[config.mk]
export PLATFORM = sky130hd
export DESIGN_NAME = dap_delay_timer
export DESIGN_NICKNAME = d
export VERILOG_FILES = /design/src/rtl/dap_pkg.sv /design/src/rtl/dap_tick_gen.sv /design/src/rtl/dap_delay_timer.sv
export SDC_FILE = /design/constraint.sdc
export NUM_CORES = 1
export LEC_CHECK = 0
export CAP_MARGIN = 25
export CORE_ASPECT_RATIO = 0.75
export CORE_MARGIN = 4
export CORE_UTILIZATION = 40
export DETAILED_ROUTE_END_ITERATION = 16
export GPL_ROUTABILITY_DRIVEN = 0
export PLACE_DENSITY_LB_ADDON = 0.3
export SETUP_SLACK_MARGIN = 0.1
export SYNTH_ARGS = -nofsm -noshare
export SYNTH_HDL_FRONTEND = slang
export SYNTH_SLANG_ARGS = --single-unit
[constraint.sdc]
create_clock -name clk -period 5.4 [get_ports clk]
set_clock_uncertainty 0.05 [all_clocks]
set_input_delay 0.81 -clock clk [delete_from_list [all_inputs] [get_ports clk]]
set_output_delay 0.81 -clock clk [all_outputs]
set_load 0.05 [all_outputs]
[src/rtl/dap_pkg.sv]
// Shared definitions for the CMSIS-DAP command workers: status codes,
// worker state encoding and timing constants.
package dap_pkg;

   localparam logic [7:0]  DAP_OK    = 8'h00;
   localparam logic [7:0]  DAP_ERROR = 8'hFF;

   localparam int unsigned PRESC_W = 8;
   localparam int unsigned MS_W    = 10;
   localparam int unsigned MS_DIV  = 1000;

   typedef enum logic [1:0] {
      ST_RX   = 2'd0,
      ST_RUN  = 2'd1,
      ST_RESP = 2'd2,
      ST_DONE = 2'd3
   } dap_state_e;

endpackage

[src/rtl/dap_tick_gen.sv]
// Microsecond prescaler with optional divide-by-1000 stage; emits one
// count_tick_c per delay unit while run is high.
module dap_tick_gen
   import dap_pkg::*;
#(
   parameter int unsigned CLOCK_FREQ_M = 60
) (
   input  logic clk,
   input  logic reset,
   input  logic clear,
   input  logic run,
   input  logic unit_ms,
   output logic count_tick_c
);

   logic [PRESC_W-1:0] presc_q, presc_d;
   logic [MS_W-1:0]    ms_q, ms_d;
   logic               us_tick_c;
   logic               ms_wrap_c;

   assign us_tick_c    = run && (presc_q == PRESC_W'(CLOCK_FREQ_M - 1));
   assign ms_wrap_c    = (ms_q == MS_W'(MS_DIV - 1));
   assign count_tick_c = us_tick_c && (!unit_ms || ms_wrap_c);

   // Next-state for the two dividers; clear wins over run.
   always_comb begin
      presc_d = presc_q;
      ms_d    = ms_q;
      if (clear) begin
         presc_d = '0;
         ms_d    = '0;
      end else if (run) begin
         presc_d = us_tick_c ? '0 : presc_q + PRESC_W'(1);
         if (unit_ms && us_tick_c) begin
            ms_d = ms_wrap_c ? '0 : ms_q + MS_W'(1);
         end
      end
   end

   always_ff @(posedge clk or posedge reset) begin
      if (reset) begin
         presc_q <= '0;
         ms_q    <= '0;
      end else begin
         presc_q <= presc_d;
         ms_q    <= ms_d;
      end
   end

endmodule

[src/rtl/dap_delay_timer.sv]
// CMSIS-DAP Delay command worker: collects a little-endian delay operand,
// waits in us or ms units, then writes a one-byte status to the response RAM.
module dap_delay_timer
   import dap_pkg::*;
#(
   parameter int unsigned CLOCK_FREQ_M = 60,
   parameter int unsigned DELAY_BYTES  = 2,
   parameter int unsigned ADDR_W       = 10
) (
   input  logic              clk,
   input  logic              reset,
   input  logic              enable,
   input  logic              start,
   input  logic              unit_ms,
   input  logic              abort,
   input  logic              dap_in_tvalid,
   output logic              dap_in_tready,
   input  logic [7:0]        dap_in_tdata,
   output logic [ADDR_W-1:0] ram_write_addr,
   output logic [7:0]        ram_write_data,
   output logic              ram_write_en,
   output logic [ADDR_W-1:0] packet_len,
   output logic              busy,
   output logic              done
);

   localparam int unsigned DW    = 8 * DELAY_BYTES;
   localparam int unsigned IDX_W = 2;

   dap_state_e        state_q, state_d;
   logic [IDX_W-1:0]  idx_q, idx_d;
   logic [DW-1:0]     counter_q, counter_d;
   logic              unit_ms_q, unit_ms_d;
   logic              wr_en_q, wr_en_d;
   logic [7:0]        wr_data_q, wr_data_d;
   logic              busy_q, busy_d;
   logic              done_q, done_d;

   logic              xfer_c;
   logic              last_byte_c;
   logic              tick_clear_c;
   logic              tick_run_c;
   logic              count_tick_c;

   assign dap_in_tready = enable && start && (state_q == ST_RX);
   assign xfer_c        = dap_in_tvalid && dap_in_tready;
   assign last_byte_c   = (idx_q == IDX_W'(DELAY_BYTES - 1));
   assign tick_run_c    = (state_q == ST_RUN);
   assign tick_clear_c  = !enable || !start || (state_q != ST_RUN);

   dap_tick_gen #(
      .CLOCK_FREQ_M (CLOCK_FREQ_M)
   ) u_tick_gen (
      .clk          (clk),
      .reset        (reset),
      .clear        (tick_clear_c),
      .run          (tick_run_c),
      .unit_ms      (unit_ms_q),
      .count_tick_c (count_tick_c)
   );

   // Worker FSM next-state; abort outranks byte transfers and count ticks.
   always_comb begin
      state_d   = state_q;
      idx_d     = idx_q;
      counter_d = counter_q;
      unit_ms_d = unit_ms_q;
      wr_en_d   = 1'b0;
      wr_data_d = wr_data_q;

      if (!enable) begin
         state_d   = ST_RX;
         idx_d     = '0;
         counter_d = '0;
         unit_ms_d = 1'b0;
         wr_data_d = DAP_OK;
      end else if (!start) begin
         state_d   = ST_RX;
         idx_d     = '0;
         counter_d = '0;
      end else begin
         case (state_q)
            ST_RX: begin
               if (abort) begin
                  state_d   = ST_RESP;
                  wr_en_d   = 1'b1;
                  wr_data_d = DAP_ERROR;
               end else if (xfer_c) begin
                  for (int unsigned k = 0; k < DELAY_BYTES; k++) begin
                     if (idx_q == IDX_W'(k)) counter_d[8*k +: 8] = dap_in_tdata;
                  end
                  if (last_byte_c) begin
                     idx_d     = '0;
                     unit_ms_d = unit_ms;
                     // A zero delay skips RUN so the counter never wraps.
                     if (counter_d == '0) begin
                        state_d   = ST_RESP;
                        wr_en_d   = 1'b1;
                        wr_data_d = DAP_OK;
                     end else begin
                        state_d = ST_RUN;
                     end
                  end else begin
                     idx_d = idx_q + IDX_W'(1);
                  end
               end
            end
            ST_RUN: begin
               if (abort) begin
                  state_d   = ST_RESP;
                  wr_en_d   = 1'b1;
                  wr_data_d = DAP_ERROR;
               end else if (count_tick_c) begin
                  counter_d = counter_q - DW'(1);
                  if (counter_q == DW'(1)) begin
                     state_d   = ST_RESP;
                     wr_en_d   = 1'b1;
                     wr_data_d = DAP_OK;
                  end
               end
            end
            ST_RESP: state_d = ST_DONE;
            ST_DONE: state_d = ST_DONE;
            default: state_d = ST_RX;
         endcase
      end

      busy_d = (state_d == ST_RUN);
      done_d = (state_d == ST_DONE);
   end

   always_ff @(posedge clk or posedge reset) begin
      if (reset) begin
         state_q   <= ST_RX;
         idx_q     <= '0;
         counter_q <= '0;
         unit_ms_q <= 1'b0;
         wr_en_q   <= 1'b0;
         wr_data_q <= DAP_OK;
         busy_q    <= 1'b0;
         done_q    <= 1'b0;
      end else begin
         state_q   <= state_d;
         idx_q     <= idx_d;
         counter_q <= counter_d;
         unit_ms_q <= unit_ms_d;
         wr_en_q   <= wr_en_d;
         wr_data_q <= wr_data_d;
         busy_q    <= busy_d;
         done_q    <= done_d;
      end
   end

   assign ram_write_addr = '0;
   assign packet_len     = ADDR_W'(1);
   assign ram_write_en   = wr_en_q;
   assign ram_write_data = wr_data_q;
   assign busy           = busy_q;
   assign done           = done_q;

endmodule
Yosys cells after proc, flatten, opt, wreduce, memory -nomap -nowiden --
Index checks and enable logic that the tools add are counted.
Word-level totals: flip-flop bits (word level) 50, input bits 15, output and inout bits 32, word-level logic and storage cells 134
Operators by class: add/sub/neg operators 4, eq/ne operators 29, multiplexer cells 68, reductions and logical operators 23
Operator list (number):
- $mux 8 | 24
- $mux 16 | 6
- $mux 10 | 4
- $ne 4x4->1 const B | 8
- $pmux 16 s2 | 1
- $mux 2 | 15
- $eq 16x1->1 const B | 1
- $logic_not 16->1 | 1
- $pmux 8 s2 | 1
- $sub 16x1->16 const B | 1
- $mux 1 | 15
- $add 10x1->10 const B | 1
- $eq 10x10->1 const B | 1
- $ne 2x1->1 const B | 5
- $reduce_and 5->1 | 2
- $add 8x1->8 const B | 1
- $eq 8x6->1 const B | 1
- $reduce_and 7->1 | 1
- $eq 2x1->1 const B | 3
- $eq 2x2->1 const B | 3
- $logic_and 1x1->1 | 6
- $ne 3x2->1 const B | 2
- $pmux 2 s3 | 1
- $logic_not 2->1 | 2
- 13 further kinds | 18

Depth between registers and ports, before layout --
Gate-level depths: netlist (run 1).
word-level depth 17, gate-level depth with buffers 8, gate-level depth less buffers 7

Hierarchy --
Synthesis (run 1) repeated with hierarchy kept, for this count alone.
Second synthesis, totals: cells, all modules 384, area total of the unflattened synthesis 3190.6 um2
By module, submodules not included:
- dap_delay_timer | times used 1, cells an instance 269, area an instance 2114.5 um2, seq. area each 625.6 um2
- dap_tick_gen | times used 1, cells an instance 115, area an instance 1076.0 um2, seq. area each 450.4 um2

Least setup slack after synthesis (run 1) --
OpenSTA, ideal clock, no wires.
path type input to output, start point input enable, end point output dap_in_tready, arrival 2.137 ns, required time 4.540 ns, setup slack 2.403 ns, stages on the path 3, path buffers 1, cell sequence nand2_1 > clkbuf_1 > nor3_1
Between the ends: longest elaborated chain between the ends 2
Ends and longest elaborated chain:
- start: declaration | RTL line dap_delay_timer.sv:12 | input logic enable,
- $logic_and 1x1->1 (2 in a row) | RTL line dap_delay_timer.sv:45 | assign dap_in_tready = enable && start && (state_q == ST_RX);
- end: declaration | RTL line dap_delay_timer.sv:17 | output logic dap_in_tready,
Every way passes these cells.

Final worst setup path (run 1) --
start point input start, end point output dap_in_tready
Between the ends: longest elaborated chain between the ends 2
Ends and longest elaborated chain:
- start: declaration | RTL line dap_delay_timer.sv:13 | input logic start,
- $logic_and 1x1->1 (2 in a row) | RTL line dap_delay_timer.sv:45
Every way passes these cells.

==> flow_metrics.env, run 1 <==
export IMPL_status="finished clean"
export IMPL_critPathMaxStageDelay_ns=0.85
export IMPL_syn_inst=350
export IMPL_arrival_ns=3.00
export IMPL_min_period_ns=3.86
export IMPL_maxSlewViolCount=0
export IMPL_grt_overflow=0
export IMPL_synth_edff_count=0
export IMPL_grt_usage_pct=17.3
export IMPL_routed_via_density=5.67
export IMPL_final_util_pct=46.2
export IMPL_port_buffers=26
export IMPL_place_area_mm2=0.00316
export IMPL_grt_pass1_vias=2352
export IMPL_cts_buffer_depth=2
export IMPL_root_buffer="clkbuf_8"
export IMPL_drc=0
export IMPL_dp_hpwl_um=5260
export IMPL_postSynth_asyncResetShare_pct=100
export IMPL_cp_top_family="buffers and inverters"
export IMPL_ir_drop_v=0.000105
export IMPL_critical_path_class="input pin to output pin"
export IMPL_drv_cap=0
export IMPL_final_area_mm2=0.00324
export IMPL_cp_max_fo=22
export IMPL_max_freq_mhz=259
export IMPL_cts_resized=0
export IMPL_diodes=0
export IMPL_p_leak_nw=1.32
export IMPL_drt_wl_total_um=7410
export IMPL_cts_tree="built"
export IMPL_timing_final_crit_share_pct=71.4
export IMPL_dpl_worst_slack_ns=1.53
export IMPL_worstPathRequired_ns=4.54
export IMPL_die_y_um=82.8
export IMPL_finalSetupViolCount=0
export IMPL_finalHoldViolCount=0
export IMPL_synth_seq_cells=43
export IMPL_cp_slowest_cell="clkdlybuf4s50_1"
export IMPL_dp_cells=448
export IMPL_initial_utilization_pct=42.4
export IMPL_die_x_um=108
export IMPL_ys_flop_type="dfrtp_1"
export IMPL_antenna_left=0
export IMPL_path_common_cell="clkdlybuf4s50_1"
export IMPL_coreArea_mm2=0.00703
export IMPL_h_tree_depth=2
export IMPL_critical_path_endpoint_type="output pin"
export IMPL_syn_area_mm2=0.00298
export IMPL_clkLatencyLatePin_ns=0.30
export IMPL_fillerInstances=709
export IMPL_rsz0062_at_grt="false"
export IMPL_first_iter_violations=209
export IMPL_rows=26
export IMPL_power_density_mw_per_mm2=210
export IMPL_dr_pass1_iters=5
export IMPL_finalPower_mw=0.682
export IMPL_yosys_warnings=0
export IMPL_wire_per_inst_um=16.3
export IMPL_cts_made_buffers=5
export IMPL_nets=376
export IMPL_yosysUniqueCellTypes=60
export IMPL_grt_max_degree=44
export IMPL_clk_pin_slew_ns=0.08
export IMPL_antenna_found_initial=0
export IMPL_fin_cells=455
export IMPL_maxSlewHeadroom_pct=38.2
export IMPL_die_area_mm2=0.00891
export IMPL_area_growth_pct=8.77
export IMPL_grt_pass1_wl_um=12200
export IMPL_crit_path_start_kind="input pin"
export IMPL_holdWs_ns=0.432
export IMPL_ys_seq_area_share_pct=36.1
export IMPL_drive_gt1_share_pct=6.44
export IMPL_cts_setup_buffers=0
export IMPL_worst_pin_slew_ns=0.923
export IMPL_hp_class="flip-flop to flip-flop"
export IMPL_path_buf_inv=2
export IMPL_fin_ws_ns=1.54
export IMPL_cts_hold_buffers=0
export IMPL_postSynthAreaPerCell_um2=8.52
export IMPL_cts_sinks=43
export IMPL_path_cells="clkdlybuf4s50_1, nand2_1, nor3_1, clkdlybuf4s50_1"
export IMPL_io_pins=47
export IMPL_tns_ns=0
export IMPL_num_vias=2582
-- cell type report --
cell class / count / area [um^2] / area share, %
Multi-Input combinational cell: 265 / 1630 / 50.1
Inverter: 13 / 48.8 / 1.50
Sequential cell: 43 / 1080 / 33.2
Timing Repair Buffer: 29 / 283 / 8.72
Clock inverter: 1 / 5.00 / 0.154
Tap cell: 98 / 123 / 3.78
Clock buffer: 6 / 82.6 / 2.55
-- synth_stat cells, drive strengths merged, types with 2 or more instances --
master   number  share of area [%]
a211oi        3               0.76
a21oi        28                4.7
a31oi         2               0.42
and2          5                1.1
and3          5                1.0
and4          3               0.92
buf          32                8.1
clkbuf       15                1.9
conb          2               0.25
dfrtp        43                 36
ha            4                1.7
inv          13                1.6
mux2i         9                3.0
nand2        24                3.0
nand2b        5                1.0
nand3        13                2.2
nand4        10                2.6
nor2         31                3.9
nor2b         5                1.0
nor3         12                2.2
nor3b         2               0.50
nor4          5                1.0
nor4b         2               0.59
o21a          2               0.50
o21ai        16                2.7
o22ai         5                1.0
o2bb2ai       4                1.2
o311ai        2                1.2
o31ai         5                1.3
or2           2               0.42
or3           5                1.2
or3b          2               0.59
or4           5                1.4
xnor2         7                2.1
xor2          7                2.1
-- power breakdown --
part           internal, mW  leakage [nW]  switching, mW
combinational        0.0386         0.678         0.0988
sequential            0.325         0.597        0.00696
clock                 0.100        0.0470          0.111
total                 0.465          1.32          0.217
-- registers in the layout, summed over array words and instances, names as in the netlist --
register / flops
ram_write_en: 1
u_tick_gen.ms_q: 10
idx_q: 2
unit_ms_q: 1
ram_write_data: 1
counter_q: 16
done: 1
busy: 1
u_tick_gen.presc_q: 8
state_q: 2
-- path summary, 6_finish.rpt --
path | start | to | slack, ns | cells past startpoint
max | start | dap_in_tready | 1.54 | 4
min | u_tick_gen.presc_q[0] | u_tick_gen.presc_q[0] | 0.43 | 1
max reg2reg | idx_q[1] | busy | 2.77 | 5
min reg2reg | u_tick_gen.presc_q[0] | u_tick_gen.presc_q[0] | 0.43 | 1
max in group asynchronous | reset | u_tick_gen.presc_q[7] | 4.03 | 3
min in group asynchronous | reset | u_tick_gen.presc_q[3] | 0.89 | 3
-- metal layers --
layer,vias up,wire length [um],GRT usage (%)
li1,1221,-,-
met1,1238,3610,25.6
met2,112,3050,24.3
met3,11,654,4.56
met4,0,102,5.55
met5,-,0,0
-- cells in the final DEF, fill, tap and decap left out, types with 9 or more instances in the layout --
master and count:
dfrtp_1 43, nor2_1 31, a21oi_1 28, clkdlybuf4s50_1 26
nand2_1 24, conb_1 20, o21ai_0 16, nand3_1 13
inv_1 12, nor3_1 11, nand4_1 9, mux2i_1 9
-- kinds of logic after synthesis --
group / synth area share [%]
and+or+nand+nor: 25.2
AOI/OAI and AO/OA: 17.6
buffers and inverters: 11.7
DFF: 36.1
xor gates and xnor gates: 4.11
muxes: 3.40
adders and majority gates: 1.68
other: 0.252
No activity file was read; power rests on OpenSTA's default activity.
==> run 2: changes to the inputs <==
==> constraint.sdc (replaced) <==
create_clock -name clk -period 3.2 [get_ports clk]
set_clock_uncertainty 0.05 [all_clocks]
set_input_delay 0.48 -clock clk [delete_from_list [all_inputs] [get_ports clk]]
set_output_delay 0.48 -clock clk [all_outputs]
set_load 0.05 [all_outputs]
==> run 2 against run 1 <==
Non-clock buffer count increased by 5. Sequential cell count unchanged. Design area increased by 2.0%. Final cell count increased by 1.3%. Worst setup slack got worse by 0.87 ns. Sequential power increased by 69%. Clock power increased by 110%. First-iteration DRC count decreased by 26%. Die area unchanged. Global-route usage decreased by 0.17 points.
==> flow_metrics.env, run 2 (synthesized netlist as in run 1, its figures left out) <==
export IMPL_maxSlewViolCount=0
export IMPL_die_area_mm2=0.00891
export IMPL_timing_final_crit_share_pct=78.8
export IMPL_crit_end="counter_q[14]"
export IMPL_grt_pass1_wl_um=12000
export IMPL_finalPower_mw=1.24
export IMPL_critPathMaxStageDelay_ns=0.59
export IMPL_cp_slowest_cell="nor4b_1"
export IMPL_rows=26
export IMPL_place_area_mm2=0.00319
export IMPL_grt_overflow=0
export IMPL_p_leak_nw=1.36
export IMPL_cp_top_family="simple AND/OR/NAND/NOR gates"
export IMPL_rr_endpoint="counter_q[14]"
export IMPL_critical_path_endpoint_type="flip-flop"
export IMPL_nets=381
export IMPL_r2r_cells=7
export IMPL_diodes=0
export IMPL_largest_register="counter_q"
export IMPL_crit_start="counter_q[0]"
export IMPL_path_cells="inv_1, ha_1, nor4b_1, nand2_1, o31ai_1, a21oi_1, a211oi_1"
export IMPL_critical_path_class="flip-flop to flip-flop"
export IMPL_drive_gt1_share_pct=8.26
export IMPL_cts_buffer_depth=2
export IMPL_maxSlewHeadroom_pct=28.4
export IMPL_finalHoldViolCount=0
export IMPL_path_buf_inv=1
export IMPL_area_growth_pct=11.0
export IMPL_h_tree_depth=2
export IMPL_cts_setup_buffers=0
export IMPL_grt_pass1_vias=2307
export IMPL_root_buffer="clkbuf_8"
export IMPL_grt_max_degree=21
export IMPL_final_util_pct=47.1
export IMPL_clkLatencyLatePin_ns=0.30
export IMPL_die_y_um=82.8
export IMPL_r2r_start="counter_q[0]"
export IMPL_cts_resized=0
export IMPL_antenna_found_initial=0
export IMPL_routed_via_density=5.61
export IMPL_clk_pin_slew_ns=0.09
export IMPL_rsz0062_at_grt="false"
export IMPL_cts_tree="built"
export IMPL_layout_commonest_cell="dfrtp_1"
export IMPL_cts_hold_buffers=0
export IMPL_drt_wl_total_um=7310
export IMPL_dp_hpwl_um=5410
export IMPL_dr_pass1_iters=4
export IMPL_ff2ff_setup_slack_ns=0.68
export IMPL_drv_cap=0
export IMPL_power_density_mw_per_mm2=374
export IMPL_cts_sinks=43
export IMPL_port_buffers=26
export IMPL_holdWs_ns=0.401
export IMPL_worst_pin_slew_ns=1.07
export IMPL_path_depth=7
export IMPL_status="finished clean"
export IMPL_cp_max_fo=7
export IMPL_largest_registers="counter_q: 16 flops, u_tick_gen.ms_q: 10 flops, u_tick_gen.presc_q: 8 flops"
export IMPL_die_x_um=108
export IMPL_coreArea_mm2=0.00703
export IMPL_largest_reg_flops=16
export IMPL_grt_usage_pct=17.1
export IMPL_initial_utilization_pct=42.4
export IMPL_min_period_ns=2.52
export IMPL_finalSetupViolCount=0
export IMPL_num_vias=2587
export IMPL_ir_drop_v=0.000169
export IMPL_antenna_left=0
export IMPL_final_area_mm2=0.00331
export IMPL_tns_ns=0
export IMPL_io_pins=47
export IMPL_drc=0
export IMPL_hp_class="input pin to asynchronous set/reset pin"
export IMPL_worstPathRequired_ns=3.37
export IMPL_wire_per_inst_um=15.9
export IMPL_first_iter_violations=154
export IMPL_fillerInstances=671
export IMPL_max_freq_mhz=396
export IMPL_layout_cells_most_common_list="dfrtp_1, nor2_1, a21oi_1, clkdlybuf4s50_1, nand2_1"
export IMPL_cts_made_buffers=5
export IMPL_arrival_ns=2.69
export IMPL_crit_path_start_kind="flip-flop"
## run 2: cell count changes in the layout (fill, tap and decap cells not counted), sizes merged
cell,change
buf,+6
bufinv,+1
clkdlybuf4s50,-1
## run 2: metal layers
layer,vias up,routed length [um],GRT usage (%)
li1,1234,-,-
met1,1241,3660,25.8
met2,105,2910,23.1
met3,7,659,5.80
met4,0,78,4.16
met5,-,0,0
## run 2: stage by stage
| stage | instances | worst slack, ns |
|---|---|---|
| 2_1_floorplan | 368 | 0.863 |
| 3_3_place_gp | 453 | 0.579 |
| 3_5_place_dp | 453 | 0.466 |
| 4_1_cts | 461 | 0.768 |
| 5_1_grt | 461 | 0.499 |
| 6_report | 461 | 0.677 |
## run 2: where the power goes
| part | internal [mW] | leakage (nW) | switching (mW) |
|---|---|---|---|
| Combinational | 0.0669 | 0.703 | 0.166 |
| Sequential | 0.549 | 0.597 | 0.0116 |
| Clock | 0.253 | 0.0612 | 0.191 |
| Total | 0.869 | 1.36 | 0.369 |
## run 2: worst register-to-register path: cells and delay by family (launching register included)
kind	cells	cell delay, ns
flops	1	0.48
fa+ha+maj	1	0.23
buf+inv	1	0.12
compound gates	3	0.65
simple gates	2	0.92
## run 2: worst min path at each step
stage	to	slack [ns]	cells after the start
6_report	u_tick_gen.presc_q[6]	0.40	2
5_1_grt	u_tick_gen.presc_q[6]	0.42	2
4_1_cts	u_tick_gen.presc_q[6]	0.40	2
3_5_place_dp	u_tick_gen.presc_q[0]	0.42	1
3_3_place_gp	u_tick_gen.presc_q[0]	0.42	1
2_1_floorplan	u_tick_gen.presc_q[0]	0.40	1
## run 2: final cells by class
type                            instances  area [um^2]  area share [%]
Inverter                               13         48.8            1.48
Tap cell                               98          123            3.71
Clock inverter                          2         35.0            1.06
Multi-Input combinational cell        265         1630            49.1
Clock buffer                            6         82.6            2.50
Sequential cell                        43         1080            32.5
Timing Repair Buffer                   34          318            9.61
==> run 3: changes to the inputs <==
==> constraint.sdc (replaced) <==
create_clock -name clk -period 2.6 [get_ports clk]
set_clock_uncertainty 0.05 [all_clocks]
set_input_delay 0.39 -clock clk [delete_from_list [all_inputs] [get_ports clk]]
set_output_delay 0.39 -clock clk [all_outputs]
set_load 0.05 [all_outputs]
==> run 3 against run 2 <==
Hold slack gained 0.033 ns. Total power grew 16%. Via count increased by 1.4%. Critical path depth fell by 2. Non-clock buffer count increased by 6. Clock power about the same. Sequential cell count did not move. Global-route usage increased by 0.39 points. Routed wire length grew 2.6%. Sequential share of layout area shrank 0.33 points. Worst setup slack got worse by 0.38 ns. Sequential power is 23% higher.
==> flow_metrics.env, run 3 (synthesized netlist as in run 1, its figures left out) <==
export IMPL_initial_utilization_pct=42.4
export IMPL_drive_gt1_share_pct=10.0
export IMPL_coreArea_mm2=0.00703
export IMPL_num_vias=2623
export IMPL_p_leak_nw=1.37
export IMPL_fin_ws_ns=0.298
export IMPL_drc=0
export IMPL_fillerInstances=714
export IMPL_cts_made_buffers=5
export IMPL_layout_cells_most_common_list="dfrtp_1, nor2_1, a21oi_1, clkdlybuf4s50_1, nand2_1"
export IMPL_p_int_mw=0.953
export IMPL_grt_usage_pct=17.5
export IMPL_cts_sinks=43
export IMPL_largest_registers="counter_q: 16 flops, u_tick_gen.ms_q: 10 flops, u_tick_gen.presc_q: 8 flops"
export IMPL_power_frac_seq_pct=48.2
export IMPL_dp_hpwl_um=5480
export IMPL_cp_max_fo=9
export IMPL_grt_pass1_vias=2407
export IMPL_cts_hold_buffers=0
export IMPL_dpl_worst_slack_ns=0.0808
export IMPL_maxSlewHeadroom_pct=55.6
export IMPL_power_density_mw_per_mm2=428
export IMPL_clk_pin_slew_ns=0.09
export IMPL_min_period_ns=2.30
export IMPL_tns_ns=0
export IMPL_swShare_pct=33.4
export IMPL_critical_path_endpoint_type="flip-flop"
export IMPL_maxSlewViolCount=0
export IMPL_grt_max_degree=44
export IMPL_max_freq_mhz=434
export IMPL_p_switching_mw=0.477
export IMPL_routed_via_density=5.62
export IMPL_area_growth_pct=12.1
export IMPL_dr_pass1_iters=5
export IMPL_path_cells="or4_4, nor3_2, nand2_1, o22a_1, o221a_2"
export IMPL_nets=387
export IMPL_wire_per_inst_um=16.1
export IMPL_cts_resized=0
export IMPL_antenna_found_initial=0
export IMPL_critPathMaxStageDelay_ns=0.60
export IMPL_largest_reg_flops=16
export IMPL_die_area_mm2=0.00891
export IMPL_worst_pin_slew_ns=0.662
export IMPL_combPwrFrac_pct=21.0
export IMPL_layout_commonest_cell="dfrtp_1"
export IMPL_diodes=0
export IMPL_drv_cap=0
export IMPL_grt_overflow=0
export IMPL_largest_register="counter_q"
export IMPL_die_y_um=82.8
export IMPL_critical_path_class="flip-flop to flip-flop"
export IMPL_cts_tree="built"
export IMPL_antenna_left=0
export IMPL_root_buffer="clkbuf_8"
export IMPL_port_buffers=26
export IMPL_grt_pass1_wl_um=12400
export IMPL_hp_class="flip-flop to flip-flop"
export IMPL_ir_drop_v=0.000228
export IMPL_h_tree_depth=2
export IMPL_worstPathRequired_ns=2.75
export IMPL_crit_path_start_kind="flip-flop"
export IMPL_rsz0062_at_grt="false"
export IMPL_clkPwrFrac_pct=30.8
export IMPL_status="finished clean"
export IMPL_cts_buffer_depth=2
export IMPL_cts_setup_buffers=0
export IMPL_finalHoldViolCount=0
export IMPL_arrival_ns=2.45
export IMPL_die_x_um=108
export IMPL_cp_slowest_cell="or4_4"
export IMPL_finalSetupViolCount=0
export IMPL_rows=26
export IMPL_first_iter_violations=289
export IMPL_clkLatencyLatePin_ns=0.30
export IMPL_io_pins=47
export IMPL_drt_wl_total_um=7500
export IMPL_timing_final_crit_share_pct=88.5
[run 3: per-layer routing]
metal / GRT usage, % / wire length, um
met1: 27.1 / 3660
met2: 24.5 / 3080
met3: 4.02 / 681
met4: 3.66 / 70
met5: 0 / 0
[run 3: worst max-delay path: cells and delay by family, from the launching register on]
| kind | cells | cell delay (ns) |
|---|---|---|
| flip-flops | 1 | 0.46 |
| AND/OR/NAND/NOR | 3 | 1.25 |
| AO/OA/AOI/OAI | 2 | 0.44 |
[run 3: final timing paths]
path | start | to | slack [ns] | cells past startpoint
min in group asynchronous | reset | counter_q[2] | 0.47 | 3
max in group asynchronous | reset | u_tick_gen.ms_q[1] | 1.64 | 3
hold / removal | u_tick_gen.presc_q[0] | u_tick_gen.presc_q[0] | 0.43 | 1
setup reg to reg | counter_q[0] | counter_q[13] | 0.30 | 5
setup / recovery | counter_q[0] | counter_q[13] | 0.30 | 5
hold reg to reg | u_tick_gen.presc_q[0] | u_tick_gen.presc_q[0] | 0.43 | 1
[run 3: power by group through the flow]
stage               combinational (mW)  clock [mW]  sequential (mW)
floorplan                        0.238           0            0.702
global placement                 0.296           0            0.702
detailed placement               0.296           0            0.703
CTS                              0.297       0.452            0.689
global route                     0.318       0.484            0.692
finish                           0.300       0.441            0.690
[run 3: final cells by class]
| type | instances | area [um^2] | area share, % |
|---|---|---|---|
| clock buffer | 5 | 68.8 | 2.06 |
| clock inverter | 3 | 20.0 | 0.599 |
| inverter | 13 | 48.8 | 1.46 |
| multi-input combinational | 265 | 1630 | 48.8 |
| sequential | 43 | 1080 | 32.2 |
| tap | 98 | 123 | 3.67 |
| timing repair buffer | 40 | 375 | 11.2 |
[run 3: stage by stage]
step | cell area [um^2] | hold slack (ns) | utilization (%) | std cells | total power [mW]
finish | 3340 | 0.433 | 47.6 | 467 | 1.43
global route | 3340 | 0.464 | 47.6 | 467 | 1.49
CTS | 3340 | 0.432 | 47.5 | 467 | 1.44
detailed placement | 3250 | 0.422 | 46.2 | 459 | 0.999
global placement | 3250 | 0.414 | 46.2 | 459 | 0.998
floorplan | 3050 | 0.396 | - | 368 | 0.941
